[src/rtl/ps2_pkg.sv]
// rtl/ps2_pkg.sv - scan codes, prefixes, move bit indices and rx state type
package ps2_pkg;

   localparam logic [7:0] SC_W     = 8'h1D;
   localparam logic [7:0] SC_S     = 8'h1B;
   localparam logic [7:0] SC_A     = 8'h1C;
   localparam logic [7:0] SC_D     = 8'h23;
   localparam logic [7:0] SC_SPACE = 8'h29;
   localparam logic [7:0] SC_ENTER = 8'h5A;
   localparam logic [7:0] SC_UP    = 8'h75;
   localparam logic [7:0] SC_DOWN  = 8'h72;
   localparam logic [7:0] SC_LEFT  = 8'h6B;
   localparam logic [7:0] SC_RIGHT = 8'h74;

   localparam logic [7:0] PFX_EXT = 8'hE0;
   localparam logic [7:0] PFX_BRK = 8'hF0;

   localparam int MV_LEFT  = 3;
   localparam int MV_RIGHT = 2;
   localparam int MV_UP    = 1;
   localparam int MV_DOWN  = 0;

   typedef enum logic [1:0] {
      RX_IDLE,
      RX_DATA,
      RX_PARITY,
      RX_STOP
   } rx_state_e;

endpackage

[src/rtl/ps2_player_input_if.sv]
// rtl/ps2_player_input_if.sv - player control and received-byte outputs of the PS/2 input stage
interface ps2_player_input_if;

   logic [3:0] player_1_move_o;
   logic [3:0] player_2_move_o;
   logic       player_1_shoot_o;
   logic       player_2_shoot_o;
   logic [7:0] rx_byte_o;
   logic       rx_valid_o;
   logic       rx_error_o;

   modport master (
      output player_1_move_o, player_2_move_o, player_1_shoot_o, player_2_shoot_o,
      output rx_byte_o, rx_valid_o, rx_error_o
   );

   modport slave (
      input player_1_move_o, player_2_move_o, player_1_shoot_o, player_2_shoot_o,
      input rx_byte_o, rx_valid_o, rx_error_o
   );

endinterface

[src/rtl/ps2_rx.sv]
// rtl/ps2_rx.sv - PS/2 line synchroniser, frame receiver FSM and mid-frame timeout
module ps2_rx
   import ps2_pkg::*;
#(
   parameter int TIMEOUT_CYCLES = 50000,
   parameter int SYNC_STAGES    = 2
) (
   input  logic       clk_i,
   input  logic       reset_ni,
   input  logic       ps2_clk_i,
   input  logic       ps2_data_i,
   output logic [7:0] rx_byte_o,
   output logic       rx_valid_o,
   output logic       rx_error_o
);

   localparam int             CW      = $clog2(TIMEOUT_CYCLES + 1);
   localparam logic [CW-1:0]  TO_LAST = CW'(TIMEOUT_CYCLES - 1);

   logic [SYNC_STAGES-1:0] clk_sync;
   logic [SYNC_STAGES-1:0] data_sync;
   logic                   clk_prev;
   logic                   fall_edge;
   logic                   data_bit;

   rx_state_e   state, next_state;
   logic [7:0]  shreg;
   logic [2:0]  bit_cnt;
   logic        par_bit;
   logic [CW-1:0] to_cnt;
   logic        timeout_hit;
   logic        frame_ok;
   logic        frame_bad;

   // Lines idle high, so the chain resets to 1 to avoid a spurious edge on release
   always_ff @(posedge clk_i or negedge reset_ni) begin
      if (!reset_ni) begin
         clk_sync  <= '1;
         data_sync <= '1;
         clk_prev  <= 1'b1;
      end else begin
         clk_sync  <= {clk_sync[SYNC_STAGES-2:0], ps2_clk_i};
         data_sync <= {data_sync[SYNC_STAGES-2:0], ps2_data_i};
         clk_prev  <= clk_sync[SYNC_STAGES-1];
      end
   end

   assign fall_edge   = clk_prev & ~clk_sync[SYNC_STAGES-1];
   assign data_bit    = data_sync[SYNC_STAGES-1];
   assign timeout_hit = (state != RX_IDLE) && (to_cnt == TO_LAST) && !fall_edge;

   always_ff @(posedge clk_i or negedge reset_ni) begin
      if (!reset_ni) state <= RX_IDLE;
      else           state <= next_state;
   end

   always_comb begin
      next_state = state;
      if (timeout_hit) begin
         next_state = RX_IDLE;
      end else if (fall_edge) begin
         case (state)
            RX_IDLE:   if (!data_bit) next_state = RX_DATA;
            RX_DATA:   if (bit_cnt == 3'd7) next_state = RX_PARITY;
            RX_PARITY: next_state = RX_STOP;
            RX_STOP:   next_state = RX_IDLE;
            default:   next_state = RX_IDLE;
         endcase
      end
   end

   always_comb begin
      frame_ok  = 1'b0;
      frame_bad = 1'b0;
      if (state == RX_STOP && fall_edge) begin
         if (data_bit && (^{shreg, par_bit})) frame_ok  = 1'b1;
         else                                 frame_bad = 1'b1;
      end
   end

   always_ff @(posedge clk_i or negedge reset_ni) begin
      if (!reset_ni) begin
         shreg      <= '0;
         bit_cnt    <= '0;
         par_bit    <= 1'b0;
         to_cnt     <= '0;
         rx_byte_o  <= '0;
         rx_valid_o <= 1'b0;
         rx_error_o <= 1'b0;
      end else begin
         if (fall_edge) begin
            case (state)
               RX_IDLE:   bit_cnt <= '0;
               RX_DATA: begin
                  shreg   <= {data_bit, shreg[7:1]};
                  bit_cnt <= bit_cnt + 3'd1;
               end
               RX_PARITY: par_bit <= data_bit;
               default:   ;
            endcase
         end

         // Saturating so a stuck line reports exactly one timeout
         if (fall_edge || state == RX_IDLE) to_cnt <= '0;
         else if (to_cnt != TO_LAST)        to_cnt <= to_cnt + 1'b1;

         rx_valid_o <= frame_ok;
         rx_error_o <= frame_bad | timeout_hit;
         if (frame_ok) rx_byte_o <= shreg;
      end
   end

endmodule

[src/rtl/ps2_player_input.sv]
// rtl/ps2_player_input.sv - PS/2 set-2 decoder holding both players' move and fire keys
module ps2_player_input
   import ps2_pkg::*;
#(
   parameter int TIMEOUT_CYCLES = 50000,
   parameter int SYNC_STAGES    = 2
) (
   input  logic             clk_i,
   input  logic             reset_ni,
   input  logic             ps2_clk_i,
   input  logic             ps2_data_i,
   ps2_player_input_if.master bus
);

   logic [7:0] rx_byte;
   logic       rx_valid;
   logic       rx_error;

   logic       ext, brk;
   logic [3:0] p1_move, p2_move;
   logic       p1_shoot, p2_shoot;

   ps2_rx #(
      .TIMEOUT_CYCLES (TIMEOUT_CYCLES),
      .SYNC_STAGES    (SYNC_STAGES)
   ) u_rx (
      .clk_i      (clk_i),
      .reset_ni   (reset_ni),
      .ps2_clk_i  (ps2_clk_i),
      .ps2_data_i (ps2_data_i),
      .rx_byte_o  (rx_byte),
      .rx_valid_o (rx_valid),
      .rx_error_o (rx_error)
   );

   // Any receive error drops pending prefixes so they cannot attach to a later code
   always_ff @(posedge clk_i or negedge reset_ni) begin
      if (!reset_ni) begin
         ext      <= 1'b0;
         brk      <= 1'b0;
         p1_move  <= '0;
         p2_move  <= '0;
         p1_shoot <= 1'b0;
         p2_shoot <= 1'b0;
      end else if (rx_error) begin
         ext <= 1'b0;
         brk <= 1'b0;
      end else if (rx_valid) begin
         if (rx_byte == PFX_EXT) begin
            ext <= 1'b1;
         end else if (rx_byte == PFX_BRK) begin
            brk <= 1'b1;
         end else begin
            ext <= 1'b0;
            brk <= 1'b0;
            if (!ext) begin
               case (rx_byte)
                  SC_W:     p1_move[MV_UP]    <= ~brk;
                  SC_S:     p1_move[MV_DOWN]  <= ~brk;
                  SC_A:     p1_move[MV_LEFT]  <= ~brk;
                  SC_D:     p1_move[MV_RIGHT] <= ~brk;
                  SC_SPACE: p1_shoot          <= ~brk;
                  SC_ENTER: p2_shoot          <= ~brk;
                  default:  ;
               endcase
            end else begin
               case (rx_byte)
                  SC_UP:    p2_move[MV_UP]    <= ~brk;
                  SC_DOWN:  p2_move[MV_DOWN]  <= ~brk;
                  SC_LEFT:  p2_move[MV_LEFT]  <= ~brk;
                  SC_RIGHT: p2_move[MV_RIGHT] <= ~brk;
                  SC_ENTER: p2_shoot          <= ~brk;
                  default:  ;
               endcase
            end
         end
      end
   end

   assign bus.player_1_move_o  = p1_move;
   assign bus.player_2_move_o  = p2_move;
   assign bus.player_1_shoot_o = p1_shoot;
   assign bus.player_2_shoot_o = p2_shoot;
   assign bus.rx_byte_o        = rx_byte;
   assign bus.rx_valid_o       = rx_valid;
   assign bus.rx_error_o       = rx_error;

endmodule
[src/flat_wrapper.sv]
// flat-port wrapper written by rule: the top's interface ports become plain ports
module ps2_player_input_flat import ps2_pkg::*;
#(
   parameter int TIMEOUT_CYCLES = 50000,
   parameter int SYNC_STAGES    = 2
)
  (clk_i, reset_ni, ps2_clk_i, ps2_data_i, bus_player_1_move_o, bus_player_2_move_o, bus_player_1_shoot_o, bus_player_2_shoot_o, bus_rx_byte_o, bus_rx_valid_o, bus_rx_error_o);
  ps2_player_input_if bus_i ();
  input  logic clk_i;
  input  logic reset_ni;
  input  logic ps2_clk_i;
  input  logic ps2_data_i;
  output wire logic [$bits(bus_i.player_1_move_o)-1:0] bus_player_1_move_o;
  output wire logic [$bits(bus_i.player_2_move_o)-1:0] bus_player_2_move_o;
  output wire logic [$bits(bus_i.player_1_shoot_o)-1:0] bus_player_1_shoot_o;
  output wire logic [$bits(bus_i.player_2_shoot_o)-1:0] bus_player_2_shoot_o;
  output wire logic [$bits(bus_i.rx_byte_o)-1:0] bus_rx_byte_o;
  output wire logic [$bits(bus_i.rx_valid_o)-1:0] bus_rx_valid_o;
  output wire logic [$bits(bus_i.rx_error_o)-1:0] bus_rx_error_o;
  assign bus_player_1_move_o = bus_i.player_1_move_o;
  assign bus_player_2_move_o = bus_i.player_2_move_o;
  assign bus_player_1_shoot_o = bus_i.player_1_shoot_o;
  assign bus_player_2_shoot_o = bus_i.player_2_shoot_o;
  assign bus_rx_byte_o = bus_i.rx_byte_o;
  assign bus_rx_valid_o = bus_i.rx_valid_o;
  assign bus_rx_error_o = bus_i.rx_error_o;
  ps2_player_input #(.TIMEOUT_CYCLES(TIMEOUT_CYCLES), .SYNC_STAGES(SYNC_STAGES)) u_core (.clk_i(clk_i), .reset_ni(reset_ni), .ps2_clk_i(ps2_clk_i), .ps2_data_i(ps2_data_i), .bus(bus_i));
endmodule
[config.mk]
export PLATFORM = sky130hd
export DESIGN_NAME = ps2_player_input_flat
export DESIGN_NICKNAME = d
export VERILOG_FILES = /design/src/rtl/ps2_pkg.sv /design/src/rtl/ps2_player_input_if.sv /design/src/rtl/ps2_rx.sv /design/src/rtl/ps2_player_input.sv /design/src/flat_wrapper.sv
export SDC_FILE = /design/constraint.sdc
export NUM_CORES = 1
export LEC_CHECK = 0
export CORE_MARGIN = 8
export CORE_UTILIZATION = 45
export DETAILED_ROUTE_END_ITERATION = 7
export SYNTH_ARGS = -nofsm -noshare
export SYNTH_HDL_FRONTEND = slang
export SYNTH_HIERARCHICAL = 1
export SYNTH_SLANG_ARGS = --single-unit
[constraint.sdc]
create_clock -name clk_i -period 3.6 [get_ports clk_i]
set_clock_uncertainty 0.2 [all_clocks]
set_input_delay 0.54 -clock clk_i [delete_from_list [all_inputs] [get_ports clk_i]]
set_output_delay 0.54 -clock clk_i [all_outputs]
set_load 0.01 [all_outputs]
==> reports/qor.log, run 1 <==
INFO  setup_path     cp_max_fo=17
INFO  pwr            power_density=711nW/um^2
INFO  setup_path     max_stage_delay=580ps
INFO  sta            timing.max_slew.rel_slack=0.483
INFO  grt            number_of_global_route_vias_before_repair=1923
INFO  place          detailed_place_hpwl=3.53mm
INFO  route          routed_wl=5.08mm
INFO  grt            antenna_violations_before_repair=0
INFO  synthesis      synth_edf_count=0
INFO  sta            maxClockFrequency=448MHz
INFO  clock_tree     postCtsSetupBuffers=0
INFO  pwr            ir_drop=0.409mV
INFO  run_status     outcome=finished, final reports clean
INFO  route          drt-pass1-iter-count=4
INFO  die            start_util=0.462
INFO  clock_tree     h_tree_levels=3
INFO  clock_tree     tritoncts=yes
INFO  pwr            power.share.switching=0.293
INFO  clock_tree     number_of_buffers_inserted_for_hold_repair_after_clock_tree_synthesis=0
INFO  finish         flow.area_growth_from_synthesis=21.6%
INFO  synthesis      syn-instance-count=228
INFO  sta            finalCritPeriodShare=0.621
INFO  pwr            leakage=1.47nW
INFO  place          gp_congestion=0.714
INFO  setup_path     worstReg2RegStart=u_core/u_rx/clk_prev
INFO  synthesis      synth-seq-cells=57
INFO  pwr            seqPwrFrac=0.392
INFO  synthesis      largest_area_contributor_in_the_synthesized_netlist=sky130_fd_sc_hd__dfrtp_1
INFO  synthesis      share_of_async_settable_or_async_resettable_flops_after_synthesis=1.00
INFO  run            max_cap_violations=0
INFO  setup_path     worst-r2r-setup-slack=1370ps
INFO  setup_path     highest_delay_cell_along_the_critical_path=sky130_fd_sc_hd__nor2b_1
INFO  die            placeableCoreArea=5850um^2
INFO  route          final_routed_drc_violation_total=0
INFO  grt            groute.usage.overall=0.129
INFO  setup_path     end_kind=flop
INFO  grt            maximum_number_of_pins_on_one_net_before_global_route_repair=36
INFO  pwr            clock_power_share=0.348
INFO  die            placementRows=28
INFO  die            die_width=93.5um
INFO  synthesis      synth.top_cells.by_area=sky130_fd_sc_hd__dfrtp_1, sky130_fd_sc_hd__mux2_2, sky130_fd_sc_hd__dfstp_2
INFO  finish         multiInputGateArea=1190um^2
INFO  finish         antenna_cells=0
INFO  route          avgViaCountPerCell=5.44
INFO  sta            worst_slew_pin_slew=776ps
INFO  die            die_h=93.5um
INFO  clock_tree     cts_max_path_buffers=2
INFO  synthesis      yosys_warnings=6
INFO  route          routed-via-count=1838
INFO  place          io_buffers=23
INFO  sta            post-route-min-period=2230ps
INFO  synthesis      syn_avg_cell_area=11.8um^2
INFO  setup_path     timing_worst_setup_path_type=reg -> reg
INFO  sta            fin_ws=1370ps
INFO  finish         drive_above_1_share=0.183
INFO  finish         final.fill_count=501
INFO  synthesis      netlist-cell-type-count=43
INFO  sta            hold_viol=0
INFO  sta            rsz0062_at_grt=false
INFO  die            total_die_area=8730um^2
INFO  setup_path     crit_required=3640ps
INFO  clock_tree     clkLatencyLatePin=330ps
INFO  clock_tree     cts-root-buf=sky130_fd_sc_hd__clkbuf_8
INFO  setup_path     crit_path_most_repeated_cell=sky130_fd_sc_hd__or2_2
INFO  synthesis      netlist.area_leader.share=0.482
INFO  clock_tree     total_number_of_clock_tree_sinks=57
INFO  sta            drv_slew=0
INFO  clock_tree     post_cts_sizing_count=0
INFO  grt            first_pass_grt_wire_length=8.87mm
INFO  die            io-pin-count=24
INFO  synthesis      synth-seq-area-share=0.531
INFO  pwr            power.combinational.fraction=0.260
INFO  setup_path     path_cells=nor2b_1 > or2_2 > or2_2 > nand2_1 > o21ai_0
INFO  setup_path     startpoint_type=flop
INFO  route          routedWlPerCell=15.0um
INFO  route          ant_nets=0
INFO  place          detailedPlace.worstSlack=1410ps
INFO  route          drt_first_iter_violations=94
INFO  clock_tree     cts_made_buffers=9
INFO  pwr            power.net_switching=0.683mW
INFO  finish         finish.net_count=269
INFO  synthesis      mappedNetlistArea=2700um^2
INFO  synthesis      syn-num-nets=239
INFO  worst_hold_path hold_path.class=in -> async
INFO  synthesis      dominantRegCellSynth=sky130_fd_sc_hd__dfrtp_1
INFO  finish         register_area=1430um^2
INFO  pwr            cellInternalPower=1.65mW
INFO  grt            grt_remaining_overflow=0
INFO  setup_path     cp.arrival=2270ps
INFO  sta            finalSetupTns=0ps
INFO  setup_path     critical_path_start=u_core/u_rx/clk_prev
INFO  sta            timing.final.setup_violations=0
INFO  clock_tree     clkSlewWorstSetupHoldPaths=60ps
-- through the flow --
stage | hold slack (ps) | area (um^2) | std cells | utilization | total power, mW
global route | 155 | 3280 | 338 | 0.561 | 2.46
floorplan | 44.4 | 2700 | 228 | - | 1.35
detailed placement | 147 | 3010 | 322 | 0.514 | 1.54
global placement | 146 | 3010 | 322 | 0.514 | 1.53
CTS | 93.3 | 3280 | 338 | 0.561 | 2.37
finish | 83.4 | 3280 | 338 | 0.561 | 2.33
-- synthesized netlist by cell type, types with 4 or more instances --
master / instances
sky130_fd_sc_hd__nor4bb_1: 4
sky130_fd_sc_hd__inv_1: 14
sky130_fd_sc_hd__mux2_2: 17
sky130_fd_sc_hd__nand3_1: 8
sky130_fd_sc_hd__dfrtp_1: 52
sky130_fd_sc_hd__ha_1: 7
sky130_fd_sc_hd__dfstp_2: 5
sky130_fd_sc_hd__nand2_1: 10
sky130_fd_sc_hd__xor2_1: 10
sky130_fd_sc_hd__clkbuf_1: 4
sky130_fd_sc_hd__nor2_1: 19
sky130_fd_sc_hd__nor3_1: 6
sky130_fd_sc_hd__a21oi_1: 5
sky130_fd_sc_hd__o21ai_0: 5
sky130_fd_sc_hd__xnor2_1: 9
sky130_fd_sc_hd__mux2i_1: 7
sky130_fd_sc_hd__nand4_1: 5
-- cell families after synthesis --
| kind of cell | after synthesis | synth area share |
|---|---|---|
| DFF | 57 | 0.531 |
| buffers and inverters | 19 | 0.0269 |
| AOI/OAI and AO/OA | 22 | 0.0607 |
| and+or+nand+nor | 78 | 0.177 |
| xor gates and xnor gates | 21 | 0.0760 |
| adders and majority gates | 7 | 0.0324 |
| muxes | 24 | 0.0968 |
-- cells in the final DEF, fill, tap and decap left out, drive strengths merged, types with 2 or more instances in the layout --
master and n:
nand4b 3, ha 7, a32o 2, bufinv 4, buf 2, nor2 19, or2 2, xnor2 10
nor4bb 4, nand4 6, nor2b 2, nand4bb 2, nor4b 2, or3 2, mux2 17, clkdlybuf4s50 22
inv 14, dfstp 5, and3b 2, o31ai 4, and3 3, clkbuf 11, dfrtp 52, nand3 8
nand2 10, mux2i 7, nor3 6, a21oi 5, o41ai 4, xor2 10, o21ai 5
-- sequential cells by signal (all words and copies together), names as in the netlist --
register and cells:
u_core/ext 1, u_core/u_rx/clk_sync 2, u_core/u_rx/clk_prev 1, u_core/u_rx/rx_valid_o 1, u_core/bus.player_1_shoot_o 1, u_core/bus.player_1_move_o 4
u_core/u_rx/shreg 8, u_core/bus.player_2_shoot_o 1, u_core/u_rx/bit_cnt 3, u_core/u_rx/state 2, u_core/bus.player_2_move_o 4, u_core/u_rx/par_bit 1
u_core/u_rx/rx_error_o 1, u_core/brk 1, u_core/u_rx/rx_byte_o 8, u_core/u_rx/data_sync 2, u_core/u_rx/to_cnt 16
-- path summary, 6_finish.rpt --
kind                                               end  depth (start not counted)
min in group clk_i             u_core/u_rx/clk_sync[1]                          0
min                        u_core/bus.player_1_shoot_o                          1
max reg2reg                       u_core/u_rx/state[1]                          5
max in group asynchronous       u_core/u_rx/to_cnt[15]                          2
min reg2reg                    u_core/u_rx/clk_sync[1]                          0
max                               u_core/u_rx/state[1]                          5
-- layout make-up --
| cell class | count | area share |
|---|---|---|
| Inverter | 14 | 0.0160 |
| Timing Repair Buffer | 24 | 0.0709 |
| Tap cell | 75 | 0.0286 |
| Clock inverter | 5 | 0.0381 |
| Sequential cell | 57 | 0.436 |
| Multi-Input combinational cell | 152 | 0.364 |
| Clock buffer | 11 | 0.0461 |
-- power by group through the flow --
stage | registers (mW) | logic (mW) | clock network [mW]
after CTS | 0.916 | 0.617 | 0.838
after global routing | 0.938 | 0.665 | 0.858
final | 0.916 | 0.606 | 0.812
after global placement | 0.926 | 0.601 | 0
after detailed placement | 0.929 | 0.609 | 0
after floorplan | 0.887 | 0.468 | 0
-- per-layer routing --
metal | share of wire | GRT usage | wire, um
met1 | 0.43 | 0.148 | 2170
met2 | 0.48 | 0.208 | 2430
met3 | 0.066 | 0.0304 | 335
met4 | 0.028 | 0.0940 | 141
met5 | 0 | 0 | 0
-- worst max-delay path, delay by kind of cell, from the launching register on --
family	cells	cell delay [ps]
simple gates	4	1250
compound gates	1	170
flops	1	510
Power figures use the tool's default switching activity.
==> inputs of run 2 (changes only) <==
- clock period: 3.6 -> 2.2 ns (I/O delays scaled with it)
==> run 2 against run 1 <==
Against the previous run:
- global-route usage rose by 0.23 points
- final area rose by 1.4%
- power rose by 57%
- setup slack got worse by 1300 ps
- sequential power rose by 63%
- largest power group unchanged
- count of clock-buffer cells in the layout did not move
- first-iteration DRC count fell by 16%
==> reports/qor.log, run 2 (synthesis gave the netlist of run 1 again) <==
INFO  run_status     outcome=finished, final reports clean
INFO  sta            timing.final.setup_violations=0 [unchanged]
INFO  route          drt-pass1-iter-count=4 [unchanged]
INFO  route          ant_nets=0 [unchanged]
INFO  place          io_buffers=23 [unchanged]
INFO  clock_tree     tritoncts=yes
INFO  die            total_die_area=8730um^2 [unchanged]
INFO  route          routed_wl=5.18mm [+1.8%]
INFO  finish         antenna_cells=0 [unchanged]
INFO  setup_path     cpLargestDelayFamily=XOR/XNOR gates
INFO  route          final_routed_drc_violation_total=0 [unchanged]
INFO  grt            groute.usage.overall=0.132 [+0.00232]
INFO  pwr            power_density=1100nW/um^2 [+55%]
INFO  sta            worst_slew_pin_slew=483ps [-293 ps]
INFO  clock_tree     h_tree_levels=3 [unchanged]
INFO  sta            hold_viol=0 [unchanged]
INFO  setup_path     cp.arrival=2140ps [-130 ps]
INFO  place          place_inst=326 [+1.2%]
INFO  clock_tree     cts_max_path_buffers=2 [unchanged]
INFO  setup_path     worst-path-buf-inv=0 [unchanged]
INFO  run            max_cap_violations=0 [unchanged]
INFO  die            io-pin-count=24 [unchanged]
INFO  finish         final.fill_count=503 [+0.40%]
INFO  die            placementRows=28 [unchanged]
INFO  worst_hold_path hold_path.class=reg -> reg
INFO  clock_tree     clkLatencyLatePin=340ps [about the same]
INFO  route          drt_first_iter_violations=79 [-16%]
INFO  finish         regMostFlops=u_core/u_rx/to_cnt
INFO  finish         drive_above_1_share=0.203 [+0.0204]
INFO  die            die_width=93.5um [unchanged]
INFO  setup_path     timing_worst_setup_path_type=reg -> reg
INFO  sta            post-route-min-period=2120ps [-115 ps]
INFO  worst_hold_path hold_path_depth=0
INFO  setup_path     end_kind=flop
INFO  finish         flow.area_growth_from_synthesis=23.3%
INFO  grt            maximum_number_of_pins_on_one_net_before_global_route_repair=22 [-39%]
INFO  sta            finalCritPeriodShare=0.963 [+0.343]
INFO  setup_path     startpoint_type=flop
INFO  finish         largest_reg_flops=16 [unchanged]
INFO  finish         most-common-layout-cells=sky130_fd_sc_hd__dfrtp_1, sky130_fd_sc_hd__clkdlybuf4s50_1, sky130_fd_sc_hd__nor2_1
INFO  place          detailed_place_hpwl=3.60mm [+1.8%]
INFO  route          routed-via-count=1852 [+0.76%]
INFO  setup_path     highest_delay_cell_along_the_critical_path=sky130_fd_sc_hd__xnor3_1
INFO  pwr            ir_drop=0.584mV [+43%]
INFO  finish         biggestRegsByFlops=u_core/u_rx/to_cnt: 16 flops, u_core/u_rx/rx_byte_o: 8 flops, u_core/u_rx/shreg: 8 flops
INFO  setup_path     cp_num_cells=5 [unchanged]
INFO  die            die_h=93.5um [unchanged]
INFO  clock_tree     clkSlewWorstSetupHoldPaths=70ps [about the same]
INFO  finish         multiInputGateArea=1210um^2 [+1.0%]
INFO  setup_path     path_cells=xnor2_1 > xnor3_1 > xnor2_2 > nand4_4 > mux2_2
INFO  grt            first_pass_grt_wire_length=9.07mm [+2.3%]
INFO  setup_path     max_stage_delay=450ps [-130 ps]
INFO  grt            grt_remaining_overflow=0 [unchanged]
INFO  pwr            leakage=1.50nW [+2.0%]
INFO  route          routedWlPerCell=15.0um [-0.51%]
INFO  finish         final_common_cell=sky130_fd_sc_hd__dfrtp_1
INFO  clock_tree     cts_made_buffers=9 [unchanged]
INFO  sta            maxClockFrequency=472MHz [+5.4%]
INFO  setup_path     crit_required=2220ps [-1420 ps]
INFO  clock_tree     total_number_of_clock_tree_sinks=57 [unchanged]
INFO  worst_hold_path holdCritStartpoint=u_core/u_rx/data_sync[0]
INFO  pwr            total_power=3.67mW [+57%]
INFO  sta            drv_slew=0 [unchanged]
INFO  die            start_util=0.462 [unchanged]
INFO  clock_tree     post_cts_sizing_count=0 [unchanged]
INFO  setup_path     cp_max_fo=5 [-12]
INFO  finish         register_area=1430um^2 [unchanged]
INFO  setup_path     worst-r2r-cell-count=5 [unchanged]
INFO  place          gp_congestion=0.781 [+9.3%]
INFO  grt            number_of_global_route_vias_before_repair=1886 [-1.9%]
INFO  sta            finalSetupTns=0ps [unchanged]
INFO  route          avgViaCountPerCell=5.35 [-1.6%]
INFO  sta            timing.max_slew.rel_slack=0.676 [+0.193]
INFO  finish         final_cell_count_without_fillers=346 [+2.4%]
INFO  grt            antenna_violations_before_repair=0 [unchanged]
INFO  clock_tree     cts-root-buf=sky130_fd_sc_hd__clkbuf_8
INFO  setup_path     worstReg2RegStart=u_core/u_rx/shreg[1]
INFO  finish         finish.net_count=277 [+3.0%]
INFO  sta            rsz0062_at_grt=false
INFO  setup_path     critical_path_start=u_core/u_rx/shreg[1]
INFO  die            placeableCoreArea=5850um^2 [unchanged]
run 2: cell types whose count changed in the layout (fill, tap and decap cells not counted):
| cell | before | now |
|---|---|---|
| sky130_fd_sc_hd__clkinvlp_4 | 0 | 1 |
| sky130_fd_sc_hd__dlygate4sd3_1 | 0 | 1 |
| sky130_fd_sc_hd__buf_12 | 0 | 2 |
| sky130_fd_sc_hd__nand4_2 | 0 | 1 |
| sky130_fd_sc_hd__buf_4 | 1 | 5 |
| sky130_fd_sc_hd__bufinv_16 | 4 | 2 |
| sky130_fd_sc_hd__clkinv_2 | 1 | 2 |
run 2: worst register-to-register path: cells and delay by family, from the launching register on:
kind / cells / cell delay [ps]
XOR/XNOR: 3 / 890
flip-flops: 1 / 410
multiplexers: 1 / 320
AND/OR/NAND/NOR: 1 / 190
run 2: stage by stage:
stage               setup slack, ps  utilization  instance area [um^2]  hold slack (ps)
global placement                127        0.523                  3060              108
CTS                            57.4        0.564                  3300              156
floorplan                       232            -                  2700             -166
detailed placement             87.1        0.523                  3060              114
global route                   2.84        0.569                  3330              157
finish                         80.6        0.569                  3330              155
run 2: repair_timing:
item / CTS / global route
endpoints found under the setup margin: 0 / 8
endpoints found under the hold margin: 16 / 0
setup buffers: 0 / 2
hold buffers: 1 / 0
run 2: power breakdown:
part	total (mW)	switching [mW]	internal, mW
Combinational	1.07	0.496	0.575
Sequential	1.49	0.249	1.24
Clock	1.11	0.417	0.695
Total	3.67	1.16	2.51
run 2: path summary, 6_finish.rpt:
| kind | to | slack [ps] |
|---|---|---|
| max in group asynchronous | u_core/u_rx/data_sync[0] | 960 |
| max reg2reg | u_core/u_rx/rx_byte_o[3] | 80 |
| max | u_core/u_rx/rx_byte_o[3] | 80 |
| min | u_core/u_rx/data_sync[1] | 160 |
| min in group asynchronous | u_core/bus.player_1_move_o[3] | 280 |
| min reg2reg | u_core/u_rx/data_sync[1] | 160 |
run 2: area by class of cell:
class                      count  area share
inverter                      14      0.0158
timing repair buffer          31      0.0940
multi-input combinational    153       0.363
tap                           75      0.0282
sequential                    57       0.430
clock inverter                 5      0.0233
clock buffer                  11      0.0455
run 2: routing by layer:
metal	vias up	GRT usage	routed length, um
met5	-	0	0
met4	0	0.0644	103
met3	10	0.0425	275
met2	44	0.198	2240
met1	904	0.167	2550
li1	894	-	-
==> edit, RTL diff (flow settings as in run 2) <==
`TIMEOUT_CYCLES` is set to 50000 in 3 places; all go to 25000.
--- a/src/rtl/ps2_rx.sv
+++ b/src/rtl/ps2_rx.sv
@@ -4,3 +4,3 @@
 #(
-   parameter int TIMEOUT_CYCLES = 50000,
+   parameter int TIMEOUT_CYCLES = 25000,
    parameter int SYNC_STAGES    = 2
--- a/src/rtl/ps2_player_input.sv
+++ b/src/rtl/ps2_player_input.sv
@@ -4,3 +4,3 @@
 #(
-   parameter int TIMEOUT_CYCLES = 50000,
+   parameter int TIMEOUT_CYCLES = 25000,
    parameter int SYNC_STAGES    = 2
--- a/src/flat_wrapper.sv
+++ b/src/flat_wrapper.sv
@@ -3,3 +3,3 @@
 #(
-   parameter int TIMEOUT_CYCLES = 50000,
+   parameter int TIMEOUT_CYCLES = 25000,
    parameter int SYNC_STAGES    = 2
Check against the original RTL: no difference found for any inputs over 10 cycles, from zero or initial values and one cycle with reset_ni low; that may be too few to reach the edited logic, so the function may still have changed.
==> edit against run 2 <==
  * Sequential cell count fell by 1
  * First-iteration DRC count is 29% lower
  * Worst setup slack improved by 0.032 ns
  * Count of clock-buffer cells in the layout down 6
  * Total power shrank 11%
  * Sequential power is essentially flat
  * Cell area is 4.8% lower
  * Synthesized area shrank 0.46%
  * Wire length shrank 4.4%
  * Clock power is 40% lower
  * Die area is 0.38% lower
  * Combinational power is 6% higher
  * Critical path type unchanged
  * Largest cell class unchanged
  * Largest power group unchanged
==> edit: results (changes against run 2) <==
status=finished, final reports clean (unchanged); Post-CTS Resized=0 (unchanged); post-CTS setup buffers=0 (unchanged); worst hold path depth=0 (unchanged); internal power=2.21 mW (was 2.51 mW); RR Startpoint=u_core/u_rx/shreg[1] (unchanged); Hold WC Path Type=reg2reg (unchanged); Post-DRT Antenna Nets=0 (unchanged); most frequent cells after synthesis=51 x dfrtp_1, 17 x mux2_2, 14 x nor2_1 (was 52 x dfrtp_1, 19 x nor2_1, 17 x mux2_2); met3 GRT Util=2.88% (was 4.25%); critical hold path startpoint=u_core/u_rx/data_sync[0] (unchanged); post-synthesis sequential area ratio=52.4% (was 53.1%); Critical Path AT=2.08 ns (was 2.14 ns); Initial DRC Count=56 (was 79); CTS Hold Bufs=1 (unchanged); maximum VDD drop=0.704 mV (was 0.584 mV); H-tree level count=2 (was 3); clock latency on the worst-skew pair=0.31 ns (was 0.34 ns); final wirelength=4950 um (was 5180 um); Leak Pwr=1.42 nW (was 1.50 nW); HPWL Detailed=3480 um (was 3600 um); GR Util met2=19.4% (was 19.8%); max-cap violations=0 (unchanged); Synth cell types=47 (was 43); TritonCTS Buffers=5 (was 9); Place WS=0.0578 ns (was 0.0871 ns); initial antenna violation count=0 (unchanged); Hold Path Sink=u_core/u_rx/data_sync[1] (unchanged); largest registers=u_core/u_rx/to_cnt x15, u_core/u_rx/rx_byte_o x8, u_core/u_rx/shreg x8 (was u_core/u_rx/to_cnt x16, u_core/u_rx/rx_byte_o x8, u_core/u_rx/shreg x8); Worst-path clk slew=0.10 ns (was 0.07 ns); n_diodes=0 (unchanged); r2r setup slk=0.11 ns (was 0.08 ns); NumNets Final=267 (was 277); DR vias/cell=5.41 (was 5.35); WHS=0.160 ns (was 0.155 ns); CP Max Fanout=9 (was 5); largest net degree at the start of global routing=57 (was 22); synth top area cells=dfrtp_1 47%, mux2_2 7.1%, dfstp_2 4.9%, xor2_1 3.6%, ha_1 3.3% (was dfrtp_1 48%, mux2_2 7.1%, dfstp_2 4.9%, ha_1 3.2%, xor2_1 3.2%); Worst Tran Pin Value=0.435 ns (was 0.483 ns); grt met1 use=15.3% (was 16.7%); first-pass GRT wire length=8610 um (was 9070 um); Mapped Nets=237 (was 239); PortBufs=23 (unchanged); Final Power=3.28 mW (was 3.67 mW); Max Buffers Root-to-Sink=2 (unchanged); layout cell share with drive strength beyond 1=17.5% (was 20.3%); reg-to-reg endpoint=u_core/u_rx/rx_byte_o[7] (was u_core/u_rx/rx_byte_o[3]); total global-route track usage=12.2% (was 13.2%); vias in the first global route=1787 (was 1886); R2R cell count=5 (unchanged); async set-reset flop share out of synthesis=100% (unchanged); synth warn=6 (unchanged); Placer Congestion=0.790 (was 0.781)
[edit: cell count changes after synthesis, moves of 2 or more]
| cell | before | now |
|---|---|---|
| a31oi_1 | 0 | 2 |
| and2_1 | 0 | 2 |
| clkbuf_1 | 4 | 6 |
| nand2_1 | 10 | 8 |
| nand3_1 | 8 | 11 |
| nor2_1 | 19 | 14 |
| or3_1 | 2 | 4 |
| xnor2_1 | 9 | 3 |
[edit: layout make-up]
class / count / area (um2)
Clock buffer: 5 / 68.8
Timing Repair Buffer: 29 / 298
Sequential cell: 56 / 1410
Tap cell: 75 / 93.8
Inverter: 13 / 48.8
Fill cell: 510 / 2680
Clock inverter: 3 / 42.5
Multi-Input combinational cell: 151 / 1210
[edit: kinds of logic (layout without fill, tap and decap cells)]
kind of cell | after synthesis | count (layout) | share of synthesized area [%]
AND/OR/NAND/NOR | 76 | 76 | 17.5
flip-flops | 56 | 56 | 52.4
AO/OA/AOI/OAI | 27 | 27 | 7.31
multiplexers | 25 | 25 | 10.6
buffers and inverters | 19 | 50 | 2.65
XOR/XNOR | 16 | 16 | 6.38
adder cells (fa/ha/maj) | 7 | 7 | 3.26
[edit: power by group through the flow]
stage          registers (mW)  logic [mW]  clock network, mW
2_1_floorplan            1.45       0.836                  0
3_5_place_dp             1.51        1.12                  0
5_1_grt                  1.53        1.24              0.733
6_report                 1.49        1.13              0.667
3_3_place_gp             1.51        1.11                  0
4_1_cts                  1.49        1.13              0.703
[edit: critical path: stages, from the launching register on]
cell     delay, ns
dfrtp_1       0.42
xor2_1        0.17
xnor3_2       0.45
mux2i_4       0.26
buf_12        0.15
mux2_2        0.33
[edit: layer usage]
layer | up-vias | wire [um]
met5 | - | 0
met4 | 0 | 74
met3 | 6 | 263
met2 | 32 | 2270
met1 | 879 | 2340
li1 | 879 | -
[edit: worst max path at each step]
stage / from / end / slack [ns] / cells after the start
global route: u_core/u_rx/shreg[4] / u_core/u_rx/rx_byte_o[4] / 0.04 / 5
CTS: u_core/u_rx/shreg[1] / u_core/u_rx/rx_byte_o[7] / 0.03 / 4
global placement: u_core/u_rx/shreg[1] / u_core/u_rx/rx_byte_o[4] / 0.09 / 4
floorplan: u_core/u_rx/shreg[1] / u_core/u_rx/rx_byte_o[0] / 0.19 / 4
finish: u_core/u_rx/shreg[1] / u_core/u_rx/rx_byte_o[7] / 0.11 / 5
detailed placement: u_core/u_rx/shreg[1] / u_core/u_rx/rx_byte_o[7] / 0.06 / 4
[edit: metrics by stage]
step	util (%)	std cells	area [um2]
6_report	54.1	332	3170
5_1_grt	54.1	332	3170
4_1_cts	53.8	331	3150
3_5_place_dp	51.7	322	3030
3_3_place_gp	51.7	322	3030
2_1_floorplan	-	226	2690
